===== src/rtl/div_frec_prog.sv =====
// Runtime-programmable clock divider: divided square wave, one-cycle enable tick,
// and a load/ack handshake that swaps the divisor only at a period boundary.
module div_frec_prog #(
  parameter int unsigned WIDTH       = 26,
  parameter int unsigned DEFAULT_DIV = 4
) (
  input  logic             clk_in,
  input  logic             rst,
  input  logic             en,
  input  logic             sync_clr,
  input  logic             div_load,
  input  logic [WIDTH-1:0] div_val,
  output logic             load_ack,
  output logic             load_err,
  output logic             pending,
  output logic             tick,
  output logic             clk_out
);

  localparam logic [WIDTH-1:0] DIV_RST = WIDTH'(DEFAULT_DIV);
  localparam logic [WIDTH-1:0] ONE     = WIDTH'(1);

  logic [WIDTH-1:0] cnt_q, cnt_d;
  logic [WIDTH-1:0] div_q, div_d;
  logic [WIDTH-1:0] pend_q, pend_d;
  logic             pending_d, tick_d, clk_out_d, load_ack_d, load_err_d;

  logic load_ok_c, load_bad_c, terminal_c, idle_c;

  assign load_ok_c  = div_load && (div_val != '0);
  assign load_bad_c = div_load && (div_val == '0);
  // Only the active divisor sets the terminal count; cnt never passes div_q-1.
  assign terminal_c = en && (cnt_q == (div_q - ONE));
  // Cycles with no counting: a waiting divisor can be swapped in immediately.
  assign idle_c     = sync_clr || !en;

  // Next-state logic for counter, divisor and handshake.
  always_comb begin
    cnt_d      = cnt_q;
    div_d      = div_q;
    pend_d     = pend_q;
    pending_d  = pending;
    tick_d     = 1'b0;
    clk_out_d  = clk_out;
    load_ack_d = 1'b0;
    load_err_d = load_bad_c;

    if (idle_c) begin
      if (sync_clr) begin
        cnt_d     = '0;
        clk_out_d = 1'b0;
      end
      if (pending) begin
        div_d      = load_ok_c ? div_val : pend_q;
        pend_d     = load_ok_c ? div_val : pend_q;
        pending_d  = 1'b0;
        load_ack_d = 1'b1;
        cnt_d      = '0;
      end else if (load_ok_c) begin
        pend_d    = div_val;
        pending_d = 1'b1;
      end
    end else if (terminal_c) begin
      cnt_d     = '0;
      tick_d    = 1'b1;
      clk_out_d = ~clk_out;
      // A load arriving on the boundary edge itself bypasses the pending stage.
      if (load_ok_c) begin
        div_d      = div_val;
        pend_d     = div_val;
        pending_d  = 1'b0;
        load_ack_d = 1'b1;
      end else if (pending) begin
        div_d      = pend_q;
        pending_d  = 1'b0;
        load_ack_d = 1'b1;
      end
    end else begin
      cnt_d = cnt_q + ONE;
      if (load_ok_c) begin
        pend_d    = div_val;
        pending_d = 1'b1;
      end
    end
  end

  // State and output registers.
  always_ff @(posedge clk_in or posedge rst) begin
    if (rst) begin
      cnt_q    <= '0;
      div_q    <= DIV_RST;
      pend_q   <= '0;
      pending  <= 1'b0;
      tick     <= 1'b0;
      clk_out  <= 1'b0;
      load_ack <= 1'b0;
      load_err <= 1'b0;
    end else begin
      cnt_q    <= cnt_d;
      div_q    <= div_d;
      pend_q   <= pend_d;
      pending  <= pending_d;
      tick     <= tick_d;
      clk_out  <= clk_out_d;
      load_ack <= load_ack_d;
      load_err <= load_err_d;
    end
  end

endmodule


===== config.mk =====
export PLATFORM = sky130hd
export DESIGN_NAME = div_frec_prog
export DESIGN_NICKNAME = d
export VERILOG_FILES = /design/src/rtl/div_frec_prog.sv
export SDC_FILE = /design/constraint.sdc
export NUM_CORES = 1
export LEC_CHECK = 0
export ABC_AREA = 1
export ABC_CLOCK_PERIOD_IN_PS = 3600
export CAP_MARGIN = 20
export CELL_PAD_IN_SITES_DETAIL_PLACEMENT = 1
export CELL_PAD_IN_SITES_GLOBAL_PLACEMENT = 2
export CORE_MARGIN = 2
export CORE_UTILIZATION = 33
export DETAILED_ROUTE_END_ITERATION = 10
export GPL_TIMING_DRIVEN = 0
export PLACE_DENSITY_LB_ADDON = 0.1
export SYNTH_ARGS = -nofsm -noshare
export SYNTH_HDL_FRONTEND = slang
export SYNTH_SLANG_ARGS = --single-unit

===== constraint.sdc =====
create_clock -name clk_in -period 3.6 [get_ports clk_in]
set_clock_uncertainty 0.05 [all_clocks]
set_input_delay 0.36 -clock clk_in [delete_from_list [all_inputs] [get_ports clk_in]]
set_output_delay 0.36 -clock clk_in [all_outputs]
set_load 0.03 [all_outputs]

==> run_results.csv <==
group,metric,value,unit
yosys,yosysTopAreaCell,"dfrtp_1",
sta,maxSlewViolCount,0,
clocking,insertion_delay,0.35,ns
route,drc,0,
clocking,hold_buffers,0,
hold_path,hold_class,"input pin to asynchronous set/reset pin",
route,via_count,4252,
final_layout,drive_above_1_share,4.97,%
placement,port_buffers,35,
worst_setup_path,r2r_end,"div_q[16]$_DFFE_PP0P_",
worst_setup_path,rr_worst_depth,16,
floorplanning,die_area,15400,µm²
placement,gp_congestion,0.807,
yosys,synth.top_cells.by_area,"dfrtp_1 (43%), nand2_1 (16%), inv_1 (6.5%)",
worst_setup_path,setup.worst_path.end_class,"flop",
sta,setup_viol,0,
final_layout,finish.utilization,40.5,%
power_and_ir_drop,power_density,479,nW/µm²
sta,tightest_slew,0.973,ns
worst_setup_path,crit_fanout,10,
floorplanning,die_w,124,µm
yosys,ys_warn_count,0,
route,routed_wl,13700,µm
worst_setup_path,critPathLaunchType,"flop",
yosys,synth_cell_type_count,31,
placement,place_ws,0.448,ns
final_layout,antennaDiodeCount,0,
clocking,clk_pin_slew,0.06,ns
final_layout,nFillCells,1790,
yosys,yosysMostFrequentCell,"nand2_1",
final_layout,multi_input_area,2280,µm²
sta,relSlewSlack,35.0,%
sta,max_freq,347,MHz
sta,fin_crit,2.88,ns
global_routing,grt_pass1_wl,22800,µm
yosys,syn_avg_cell_area,7.32,µm²
global_routing,grt_max_degree,46,
clocking,clockBufferDepth,2,
yosys,synth_seq_area_share,43.6,%
clocking,numCtsBuffers,9,
yosys,async_flop_share,100,%
sta,rsz0062_at_grt,"no",
route,drt-initial-drc-count,195,
yosys,synthTopCellsByCount,"nand2_1 (198), dfrtp_1 (82), inv_1 (82)",
route,avgRoutedWirePerCell,15.5,µm
power_and_ir_drop,worst_ir_drop_vdd,0.000246,V
floorplanning,rows,43,
yosys,synth_area,4770,µm²
sta,fin_crit_sh,80.1,%
global_routing,first_global_vias,4450,
clocking,cts_sinks,83,
route,firstDrtPassIters,4,
worst_setup_path,worstSetupPathType,"flop to flop",
route,avgViaCountPerCell,4.81,
yosys,synth_edf_count,0,
status,status,"complete, no violations",
yosys,synth_nets,685,
clocking,cts_resized,0,
worst_setup_path,r2r-start,"div_q[0]$_DFFE_PP0P_",
global_routing,antenna_found_initial,0,
clocking,htreeDepth,3,
floorplanning,die_h,124,µm
worst_setup_path,crit_arrival,3.06,ns
power_and_ir_drop,p_leak,2.69,nW
worst_setup_path,worstPathRequired,3.78,ns
yosys,synthCells,652,
clocking,cts_tree,"built",
final_layout,final-seq-area,2080,µm²
final_layout,nets,732,
clocking,cts_root_buffer,"clkbuf_16",
final_layout,synthToLayoutAreaGrowth,18.7,%
floorplanning,core,14000,µm²
placement,hpwl,10700,µm
floorplanning,start_util,34.1,%
yosys,synth_top_area_share,43.0,%
yosys,synthFlopType,"dfrtp_1",
global_routing,grt_usage,18.5,%
flow_run,max-cap-violations,0,
global_routing,grt-ovfl-total,0,
sta,worst_slack,0.717,ns
clocking,post_cts_buffers,0,
sta,hold_viol_final,0,
floorplanning,ios,36,
route,ant_nets,0,
sta,setup_tns,0,ns
worst_setup_path,r2r_slack,0.72,ns
yosys,ys_ff_latch,83,
## state kept, by name (all words and copies together), names as in the netlist
register and count:
load_ack 1, div_q 26, pending 1, clk_out 1, cnt_q 26, tick 1
pend_q 26, load_err 1
## worst max-delay path by stage
stage / start / to / slack [ns]
final: div_q[0]$_DFFE_PP0P_ / div_q[16]$_DFFE_PP0P_ / 0.72
after global routing: div_q[0]$_DFFE_PP0P_ / div_q[15]$_DFFE_PP0P_ / 0.43
after CTS: div_q[0]$_DFFE_PP0P_ / div_q[17]$_DFFE_PP0P_ / 0.69
after detailed placement: div_val[3] / div_q[4]$_DFFE_PP0P_ / 0.45
after global placement: rst / cnt_q[23]$_DFFE_PP0P_ / -0.44
after floorplan: rst / clk_out$_DFFE_PP0P_ / 1.05
## per-layer routing
layer	track usage (%)	vias to the layer above	part of all wire (%)	wire length (µm)
met5	0	-	0	0
met4	4.43	0	1.2	170
met3	3.23	11	2.7	365
met2	31.7	47	47	6480
met1	24.2	2018	49	6700
li1	-	2176	-	-
## cell type report
| type | instances | area share [%] |
|---|---|---|
| clock inverter | 4 | 0.906 |
| timing repair buffer | 36 | 6.67 |
| sequential | 83 | 36.7 |
| multi-input combinational | 469 | 40.3 |
| inverter | 82 | 5.48 |
| clock buffer | 12 | 4.17 |
| buffer | 18 | 1.83 |
| tap | 180 | 3.98 |
## critical path: stages, from the launching register on
cell     delay [ns]
dfrtp_1        0.42
inv_1          0.14
ha_1           0.25
nand2_2        0.13
nor2_4         0.16
buf_6          0.15
xor2_1         0.22
nor2_1         0.07
nor2_1         0.18
nand3_1        0.09
nor2_1         0.16
nand2_2        0.14
nand2_4        0.17
nand2_4        0.12
buf_6          0.21
nand2_1        0.06
nand2_1        0.05
## stage by stage
stage / instance area [µm²] / hold slack [ns] / cells / power [mW]
floorplan: 4770 / 0.389 / 652 / 1.58
global placement: 5350 / 0.418 / 867 / 1.78
detailed placement: 5380 / 0.420 / 868 / 1.80
CTS: 5660 / 0.372 / 884 / 2.75
global route: 5660 / 0.395 / 884 / 2.90
finish: 5660 / 0.353 / 884 / 2.71
## layout by cell type, fill, tap and decap left out, types with 2 or more instances in the layout
master           synthesis  routed
nand2_4                  2       2
nor2_1                  66      66
buf_2                    2       2
nor3_1                   4       4
nor2_2                   5       5
nand2_2                  2       2
nand3_1                 58      58
nand2_1                198     198
o21bai_1                 2       2
inv_1                   82      81
a21oi_1                  9       9
clkdlybuf4s50_1          0      35
ha_1                     2       2
xor2_1                  30      30
nand4_1                 20      20
o21ai_0                 38      38
xnor2_1                  7       7
buf_4                    3       3
o22ai_1                 14      14
nor4_1                   3       3
clkbuf_1                 9      12
clkbuf_16                0       9
dfrtp_1                 82      82
nand3b_1                 3       3
buf_6                    3       3
## report_power, final
group	switching, mW	leakage (nW)	internal [mW]
sequential	0.109	1.07	1.03
combinational	0.400	1.48	0.235
clock	0.395	0.137	0.540
total	0.905	2.69	1.81
## kinds of logic (layout without fill, tap and decap cells)
family / count (synthesis) / in the layout / synth area share, %
and+or+nand+nor: 363 / 363 / 32.5
AOI/OAI and AO/OA: 66 / 66 / 7.50
buffers and inverters: 100 / 152 / 8.63
DFF: 83 / 83 / 43.6
xor gates and xnor gates: 38 / 38 / 7.26
adders and majority gates: 2 / 2 / 0.524
Power figures use the tool's default switching activity.
